===== src/rtl/f1_pkg.sv =====
// Shared types for the F1 start-lights block: controller states and the
// maximal-length LFSR tap table.
package f1_pkg;

    typedef enum logic [2:0] {
        ST_IDLE,
        ST_FILL,
        ST_HOLD,
        ST_OUT,
        ST_DONE,
        ST_FAULT
    } state_e;

    // Fibonacci tap masks (bit i set = stage i+1 feeds the XOR), widths 2..16
    function automatic logic [15:0] lfsr_taps(input int width);
        logic [15:0] taps;
        case (width)
            2:       taps = 16'h0003;
            3:       taps = 16'h0006;
            4:       taps = 16'h000C;
            5:       taps = 16'h0014;
            6:       taps = 16'h0030;
            7:       taps = 16'h0060;
            8:       taps = 16'h00B8;
            9:       taps = 16'h0110;
            10:      taps = 16'h0240;
            11:      taps = 16'h0500;
            12:      taps = 16'h0829;
            13:      taps = 16'h100D;
            14:      taps = 16'h2015;
            15:      taps = 16'h6000;
            16:      taps = 16'hD008;
            default: taps = 16'h0000;
        endcase
        return taps;
    endfunction

endpackage


===== src/rtl/lfsr_gen.sv =====
// Free-running Fibonacci LFSR; advances every cycle and never reaches zero
// from a nonzero seed.
module lfsr_gen
    import f1_pkg::*;
#(
    parameter int               WIDTH = 7,
    parameter logic [WIDTH-1:0] SEED  = WIDTH'(1)
) (
    input  logic             clk,
    input  logic             rst,
    output logic [WIDTH-1:0] q
);

    localparam logic [15:0]      TAPS_FULL = lfsr_taps(WIDTH);
    localparam logic [WIDTH-1:0] TAPS      = TAPS_FULL[WIDTH-1:0];

    logic [WIDTH-1:0] q_d, q_q;

    always_comb begin
        q_d = {q_q[WIDTH-2:0], ^(q_q & TAPS)};
    end

    always_ff @(posedge clk) begin
        if (rst) q_q <= SEED;
        else     q_q <= q_d;
    end

    assign q = q_q;

endmodule


===== src/rtl/f1_start_lights.sv =====
// F1 start-light sequencer: lights fill one per tick, hold for a random
// number of ticks, go out, then time the driver's reaction or flag a jump start.
module f1_start_lights
    import f1_pkg::*;
#(
    parameter int                N_LIGHTS  = 8,
    parameter int                TICK_W    = 16,
    parameter int                LFSR_W    = 7,
    parameter logic [LFSR_W-1:0] LFSR_SEED = LFSR_W'(1),
    parameter int                RT_W      = 16
) (
    input  logic                clk,
    input  logic                rst,
    input  logic                trigger,
    input  logic                press,
    input  logic [TICK_W-1:0]   n,
    output logic [N_LIGHTS-1:0] data_out,
    output logic                busy,
    output logic                react_valid,
    output logic [RT_W-1:0]     react_time,
    output logic                jump_start
);

    localparam logic [N_LIGHTS-1:0] ALL_ON = '1;
    localparam logic [RT_W-1:0]     RT_MAX = '1;

    state_e              state_d, state_q;
    logic [TICK_W-1:0]   tick_cnt_d, tick_cnt_q;
    logic [LFSR_W-1:0]   hold_cnt_d, hold_cnt_q;
    logic [RT_W-1:0]     react_cnt_d, react_cnt_q;
    logic [N_LIGHTS-1:0] data_out_d, data_out_q;
    logic                busy_d, busy_q;
    logic                react_valid_d, react_valid_q;
    logic [RT_W-1:0]     react_time_d, react_time_q;
    logic                jump_start_d, jump_start_q;
    logic [LFSR_W-1:0]   lfsr_q;
    logic                tick;

    lfsr_gen #(
        .WIDTH (LFSR_W),
        .SEED  (LFSR_SEED)
    ) u_lfsr (
        .clk (clk),
        .rst (rst),
        .q   (lfsr_q)
    );

    always_comb begin
        // >= rather than == so a lowered n mid-count cannot stall the divider
        tick          = (tick_cnt_q >= n);
        state_d       = state_q;
        data_out_d    = data_out_q;
        hold_cnt_d    = hold_cnt_q;
        react_cnt_d   = react_cnt_q;
        react_valid_d = react_valid_q;
        react_time_d  = react_time_q;
        jump_start_d  = jump_start_q;

        case (state_q)
            ST_IDLE: begin
                if (trigger) begin
                    state_d    = ST_FILL;
                    data_out_d = '0;
                end
            end
            ST_FILL: begin
                if (press) begin
                    state_d      = ST_FAULT;
                    data_out_d   = ALL_ON;
                    jump_start_d = 1'b1;
                end else if (tick) begin
                    if (data_out_q == ALL_ON) begin
                        state_d    = ST_HOLD;
                        hold_cnt_d = lfsr_q;
                    end else begin
                        data_out_d = {data_out_q[N_LIGHTS-2:0], 1'b1};
                    end
                end
            end
            ST_HOLD: begin
                if (press) begin
                    state_d      = ST_FAULT;
                    data_out_d   = ALL_ON;
                    jump_start_d = 1'b1;
                end else if (tick) begin
                    if (hold_cnt_q == LFSR_W'(1)) begin
                        state_d     = ST_OUT;
                        data_out_d  = '0;
                        react_cnt_d = '0;
                    end else begin
                        hold_cnt_d = hold_cnt_q - 1'b1;
                    end
                end
            end
            ST_OUT: begin
                // the press cycle itself counts, so a press N edges after
                // lights-out latches N
                react_cnt_d = (react_cnt_q == RT_MAX) ? RT_MAX : react_cnt_q + 1'b1;
                if (press) begin
                    state_d       = ST_DONE;
                    react_time_d  = react_cnt_d;
                    react_valid_d = 1'b1;
                end
            end
            ST_DONE: begin
                if (trigger) begin
                    state_d       = ST_FILL;
                    data_out_d    = '0;
                    react_valid_d = 1'b0;
                    jump_start_d  = 1'b0;
                end
            end
            ST_FAULT: begin
                if (trigger) begin
                    state_d       = ST_FILL;
                    data_out_d    = '0;
                    react_valid_d = 1'b0;
                    jump_start_d  = 1'b0;
                end else if (tick) begin
                    data_out_d = ~data_out_q;
                end
            end
            default: state_d = ST_IDLE;
        endcase

        tick_cnt_d = (state_d != state_q || tick) ? '0 : tick_cnt_q + 1'b1;
        busy_d     = (state_d inside {ST_FILL, ST_HOLD, ST_OUT});
    end

    always_ff @(posedge clk) begin
        if (rst) begin
            state_q       <= ST_IDLE;
            tick_cnt_q    <= '0;
            hold_cnt_q    <= '0;
            react_cnt_q   <= '0;
            data_out_q    <= '0;
            busy_q        <= 1'b0;
            react_valid_q <= 1'b0;
            react_time_q  <= '0;
            jump_start_q  <= 1'b0;
        end else begin
            state_q       <= state_d;
            tick_cnt_q    <= tick_cnt_d;
            hold_cnt_q    <= hold_cnt_d;
            react_cnt_q   <= react_cnt_d;
            data_out_q    <= data_out_d;
            busy_q        <= busy_d;
            react_valid_q <= react_valid_d;
            react_time_q  <= react_time_d;
            jump_start_q  <= jump_start_d;
        end
    end

    assign data_out    = data_out_q;
    assign busy        = busy_q;
    assign react_valid = react_valid_q;
    assign react_time  = react_time_q;
    assign jump_start  = jump_start_q;

endmodule


===== config.mk =====
export PLATFORM = sky130hd
export DESIGN_NAME = f1_start_lights
export DESIGN_NICKNAME = d
export VERILOG_FILES = /design/src/rtl/f1_pkg.sv /design/src/rtl/lfsr_gen.sv /design/src/rtl/f1_start_lights.sv
export SDC_FILE = /design/constraint.sdc
export NUM_CORES = 1
export LEC_CHECK = 0
export ABC_AREA = 1
export BUFFER_PORTS_ARGS = -buffer_cell sky130_fd_sc_hd__buf_2
export CAP_MARGIN = 20
export CORE_ASPECT_RATIO = 0.9
export CORE_UTILIZATION = 40
export CTS_BUF_LIST = sky130_fd_sc_hd__clkbuf_16
export DETAILED_ROUTE_END_ITERATION = 10
export GPL_ROUTABILITY_DRIVEN = 0
export MAX_ROUTING_LAYER = met4
export PLACE_DENSITY_LB_ADDON = 0.05
export SLEW_MARGIN = 30
export SYNTH_ARGS = -nofsm -noshare
export SYNTH_HDL_FRONTEND = slang
export SYNTH_SLANG_ARGS = --single-unit

===== constraint.sdc =====
create_clock -name clk -period 2 [get_ports clk]
set_clock_uncertainty 0.15 [all_clocks]
set_input_delay 0.2 -clock clk [delete_from_list [all_inputs] [get_ports clk]]
set_output_delay 0.2 -clock clk [all_outputs]
set_load 0.05 [all_outputs]

Yosys cells after proc, flatten, opt, wreduce, memory -nomap -nowiden
Cells that the tools add are included.
- register bits after elaboration: 76
- bits of input ports: 20
- output and inout port bits: 27
- add/sub/neg operators: 3
- magnitude comparators: 1
- equal/unequal tests: 28
- mux-type cells: 35
- bitwise logic cells: 1
- reduce and logical (&&, ||, !) cells: 20
- operators with widths (cell ; number):
    2-to-1 mux 8 bit ; 9
    2-to-1 mux 16 bit ; 4
    2-to-1 mux 7 bit ; 6
    adder 16 x 1 -> 16 bit (second input constant) ; 2
    one-hot mux 16 bit (2 select lines) ; 1
    one-hot mux 8 bit (4 select lines) ; 1
    2-to-1 mux 3 bit ; 8
    equality test 16 bit (second input constant) ; 1
    >= comparator 16 bit ; 1
    inequality test 2 bit (second input constant) ; 8
    inequality test 3 bit (second input constant) ; 5
    one-hot mux 7 bit (2 select lines) ; 1
    AND reduction 7 bit ; 2
    equality test 3 x 2 -> 1 bit (second input constant) ; 4
    one-hot mux 3 bit (4 select lines) ; 1
    equality test 8 bit (second input constant) ; 1
    NOT 8 bit ; 1
    nonzero test 2 bit ; 4
    OR reduction 2 bit ; 4
    equality test 7 x 1 -> 1 bit (second input constant) ; 1
    XOR reduction 7 bit ; 1
    subtractor 7 x 1 -> 7 bit (second input constant) ; 1
    equality test 3 x 1 -> 1 bit (second input constant) ; 2
    equality test 3 bit (second input constant) ; 2
    other kinds (12) ; 17

Depth between registers and ports, before layout
- word-level depth: 8
- mapped depth: 18
- gate-level depth less buffers: 17

Cells and area by module
A second synthesis with hierarchy kept.
- cells, all modules: 612
- area, all modules: 4375.4 um^2
- modules (own cells, without submodules) (module ; times used ; cells each ; area an instance (um^2)):
    f1_start_lights ; 1 ; 582 ; 4120.2
    lfsr_gen ; 1 ; 30 ; 255.2

Worst setup path after synthesis
OpenSTA, ideal clock, no wires.
- path kind: register -> register
- start point: reg tick_cnt_q[3]
- end point: reg tick_cnt_q[6]
- library setup time: 0.121 ns
- arrival time: 1.717 ns
- required time: 1.729 ns
- setup slack: 0.012 ns
- stages on the path, launching flop included: 15
- clock period less this slack: 1.988 ns
- cell sequence: dfxtp_1 -> ha_1 -> a21oi_1 -> nand2_1 -> nand2_1 -> nand2_1 -> nand2_2 -> nand2_4 -> nand2_4 -> nand2_4 -> nand2_2 -> nand2_2 -> nand2_4 -> buf_12 -> nor2_4
- word-level cells in the longest chain between the ends: 7
- elaborated cells on any way between the ends: 10
- ends and longest elaborated chain (what ; RTL line ; RTL):
    start: declaration ; f1_start_lights.sv:28 ; logic [TICK_W-1:0] tick_cnt_d, tick_cnt_q;
    start signal: assignment ; f1_start_lights.sv:143 ; tick_cnt_q <= tick_cnt_d;
    >= comparator 16 bit ; f1_start_lights.sv:50 ; tick = (tick_cnt_q >= n);
    2-to-1 mux 3 bit (on tied branches) ; f1_start_lights.sv:85, f1_start_lights.sv:71 ;
    2-to-1 mux 3 bit (on tied branches) ; f1_start_lights.sv:81, f1_start_lights.sv:67 ;
    one-hot mux 3 bit (4 select lines) ; f1_start_lights.sv:59 ; case (state_q)
    inequality test 3 bit ; f1_start_lights.sv:126 ; tick_cnt_d = (state_d != state_q || tick) ? '0 : tick_cnt_q + 1'b1;
    logical OR 1 bit ; f1_start_lights.sv:126 ;
    OR reduction 2 bit (no source line) ; -- ;
Several ways; a longest one is shown, not always the timed one.
A chain may end at the register's enable or synchronous reset.

Worst setup path in the final report
- start point: reg tick_cnt_q[0]
- end point: reg tick_cnt_q[11]
The elaborated chain is that of the path after synthesis.

==> results.cfg <==
[clock_network]
clock_latency_ns = 0.33
h-tree-depth = 3
clk_pin_slew_worst_paths_ns = 0.06
numCtsBuffers = 9
cts_buffer_depth = 2
cts_tree = done
numClockSinks = 76
root_buffer = clkbuf_16

[global_routing]
grt_pass1_wl_microns = 17000
grt_max_degree = 30
grt_overflow_total = 0
antenna_found_initial = 0
grt_use_total = 0.197
grt_pass1_vias = 3662

[worst_setup_path]
arrival_ns = 2.15
path_class = register to register
ff2ff_setup_slack_ns = -0.04
critPathRequiredTime_ns = 2.11
r2r-end = tick_cnt_q[11]$_SDFF_PP0_
ff2ff_path_depth = 13
crit_path_max_fanout = 8
crit_slowest_cell = dfxtp_2
r2r-start = tick_cnt_q[0]$_SDFF_PP0_
path_common_cell = nand2_4
path_cells = inv_2, ha_4, nand4_1, nor2_1, nor2_1, nand2_2, nand2_4, nand2_4, a21oi_4, nand2_2, nand2_4, nand2_8, nor2_4
cp-start-kind = register
crit_buf_inv = 1
cp-end-kind = register
cp_top_family = simple AND/OR/NAND/NOR gates
cp_slowest_stage_delay_ns = 0.33

[pwr]
pwr-share-seq = 0.418
power_mw = 3.86
p_sw_mw = 1.12
switching_share = 0.290
p_leak_nw = 2.59
internal-power_mw = 2.74
clkPwrFrac = 0.404
p_comb_frac = 0.178
vdd_drop_max_v = 0.000480
p_per_area_mw_per_mm2 = 674

[synthesis]
synth_cell_types = 38
synthCells = 600
synthFlopType = dfxtp_1
synth_edf_count = 0
avgSynthCellArea_sq_um = 7.21
yosysWarnings = 0
synth_seq_cells = 76
async_flop_share = 0
ys_seq_area_frac = 0.352
synth_nets = 640
synth.top_cell.area_share = 0.352
syn_area_sq_mm = 0.00433
synth.top_cells.by_area = dfxtp_1, nand2_1, inv_1, nor2_1, a21oi_1
synth_top_area_cell = dfxtp_1

[placed_design]
hpwl_microns = 7260
pre_cts_slack_ns = -0.163
dpl_cell_area_sq_mm = 0.00492
port_buffers = 46

[route]
wl_per_cell_microns = 12.7
drcViolationCount = 6
vias_per_cell = 4.81
wl_microns = 10500
first_pass_iters = 7
ant_nets = 0
drt_iter0_drc = 127
dr_total_vias = 3963

[floorplanning]
die-area_sq_mm = 0.0112
core_sq_mm = 0.0104
die_w_microns = 112
start_util = 0.417
num_rows = 35
ios = 47
dieHeight_microns = 101

[sta]
fmax_ghz = 0.491
relSlewSlack = 0.666
layout_setup_ws_ns = -0.0385
hold_viol = 0
worst_pin_slew_ns = 0.496
finalMaxSlewViolations = 0
post-route-min-period_ns = 2.04
rsz0062_at_grt = true
setup_viol = 17
fin_crit_sh = 1.02

[final_layout]
layout-drive-gt1-share = 0.344
area_growth_pct = 32.2
layout_common_cells = nand2_1, inv_1, dfxtp_1, nor2_1, buf_2
design_area_sq_mm = 0.00572
antenna_cells = 0
nets = 730
fillers = 1021
mostFrequentLayoutCell = nand2_1

[job]
maxCapViolations = 0

[hold_path]
hp-start = trigger
hold_depth = 4
hold_path.class = primary input to register
hold_path_end = jump_start$_SDFFE_PP0P_

[outcome]
status = finished with violations
failed_checks = DRC, setup timing
==> power by group through the flow <==
stage	combinational, mW	sequential, mW	clock [mW]
floorplan	0.331	1.74	0
global placement	0.554	1.65	0
detailed placement	0.557	1.65	0
CTS	0.620	1.61	1.61
global route	0.747	1.62	1.67
finish	0.687	1.61	1.56
==> area by class of cell <==
class	instances	area [sq um]	area share
clock buffers	9	225	0.0394
well taps	129	161	0.0282
flip-flops and latches	76	1540	0.269
multi-input cells	416	2760	0.482
inverters	94	363	0.0634
clock inverters	7	60.1	0.0105
repair buffers	93	616	0.108
==> kinds of logic (layout without fill, tap and decap cells) <==
group / after synthesis / after routing / share of synthesized area
flops: 76 / 76 / 0.352
xor+xnor: 18 / 18 / 0.0364
compound gates: 112 / 112 / 0.142
fa+ha+maj: 20 / 20 / 0.0578
buf+inv: 110 / 203 / 0.108
simple gates: 264 / 266 / 0.304
==> sequential cells by signal, summed over array words and instances, names as in the netlist <==
signal and flops:
react_cnt_q 16, react_time 16, tick_cnt_q 16, data_out 8, hold_cnt_q 7, u_lfsr.q 7, state_q 3, busy 1
jump_start 1, react_valid 1
==> routing by layer <==
layer / track usage / part of all wire / vias to the layer above
met3: 0.0367 / 0.030 / 10
met5: - / 0 / -
met4: 0.0686 / 0.012 / 0
li1: - / - / 2095
met2: 0.324 / 0.47 / 67
met1: 0.243 / 0.49 / 1791
==> cells in the mapped netlist, types with 2 or more instances <==
library cell  instances
a21oi_1              50
nor2_2               12
dfxtp_1              76
or2_2                 5
nand3_1              21
nor2_4               10
nor3_1               10
clkbuf_1              6
nand2_1             102
o21ai_0              38
buf_4                 4
nand2_4               6
a21oi_2               2
nand2_2               8
xnor2_1               7
nand4_1               9
inv_1                82
nor2_1               69
nand3_2               6
inv_2                12
buf_6                 3
xor2_1               11
ha_1                 20
buf_2                 2
o211ai_1              4
o21ai_1               4
o21bai_1             10
==> worst max path at each step <==
| stage | from | end | slack [ns] | depth (start not counted) |
|---|---|---|---|---|
| global route | tick_cnt_q[0]$_SDFF_PP0_ | tick_cnt_q[5]$_SDFF_PP0_ | -0.15 | 13 |
| floorplan | tick_cnt_q[3]$_SDFF_PP0_ | tick_cnt_q[6]$_SDFF_PP0_ | 0.01 | 14 |
| finish | tick_cnt_q[0]$_SDFF_PP0_ | tick_cnt_q[11]$_SDFF_PP0_ | -0.04 | 13 |
| global placement | n[7] | tick_cnt_q[15]$_SDFF_PP0_ | -0.12 | 17 |
| CTS | tick_cnt_q[11]$_SDFF_PP0_ | busy$_SDFF_PP0_ | -0.05 | 12 |
| detailed placement | n[7] | tick_cnt_q[15]$_SDFF_PP0_ | -0.16 | 17 |
==> worst register-to-register path, cell delays in order (launching register included) <==
cell	delay (ns)
dfxtp_2	0.33
inv_2	0.04
ha_4	0.22
nand4_1	0.11
nor2_1	0.06
nor2_1	0.12
nand2_2	0.09
nand2_4	0.10
nand2_4	0.09
a21oi_4	0.18
nand2_2	0.10
nand2_4	0.14
nand2_8	0.13
nor2_4	0.12
==> what timing repair did <==
action / in CTS / in global routing
resized for setup: 25 / 76
setup endpoints to repair: 48 / 60
cloned: 2 / 0
hold buffers: 0 / 0
pin swaps: 7 / 31
buffers inserted: 1 / 5
==> stage by stage <==
stage | instances | hold WS (ns) | setup TNS (ns) | utilization
finish | 824 | 0.0116 | -0.331 | 0.551
global route | 824 | 0.0196 | -3.54 | 0.551
CTS | 819 | 0.00335 | -0.632 | 0.516
detailed placement | 800 | 0.271 | -4.25 | 0.474
global placement | 800 | 0.260 | -2.44 | 0.474
floorplan | 600 | 0.234 | 0 | -
Power figures use the tool's default switching activity.
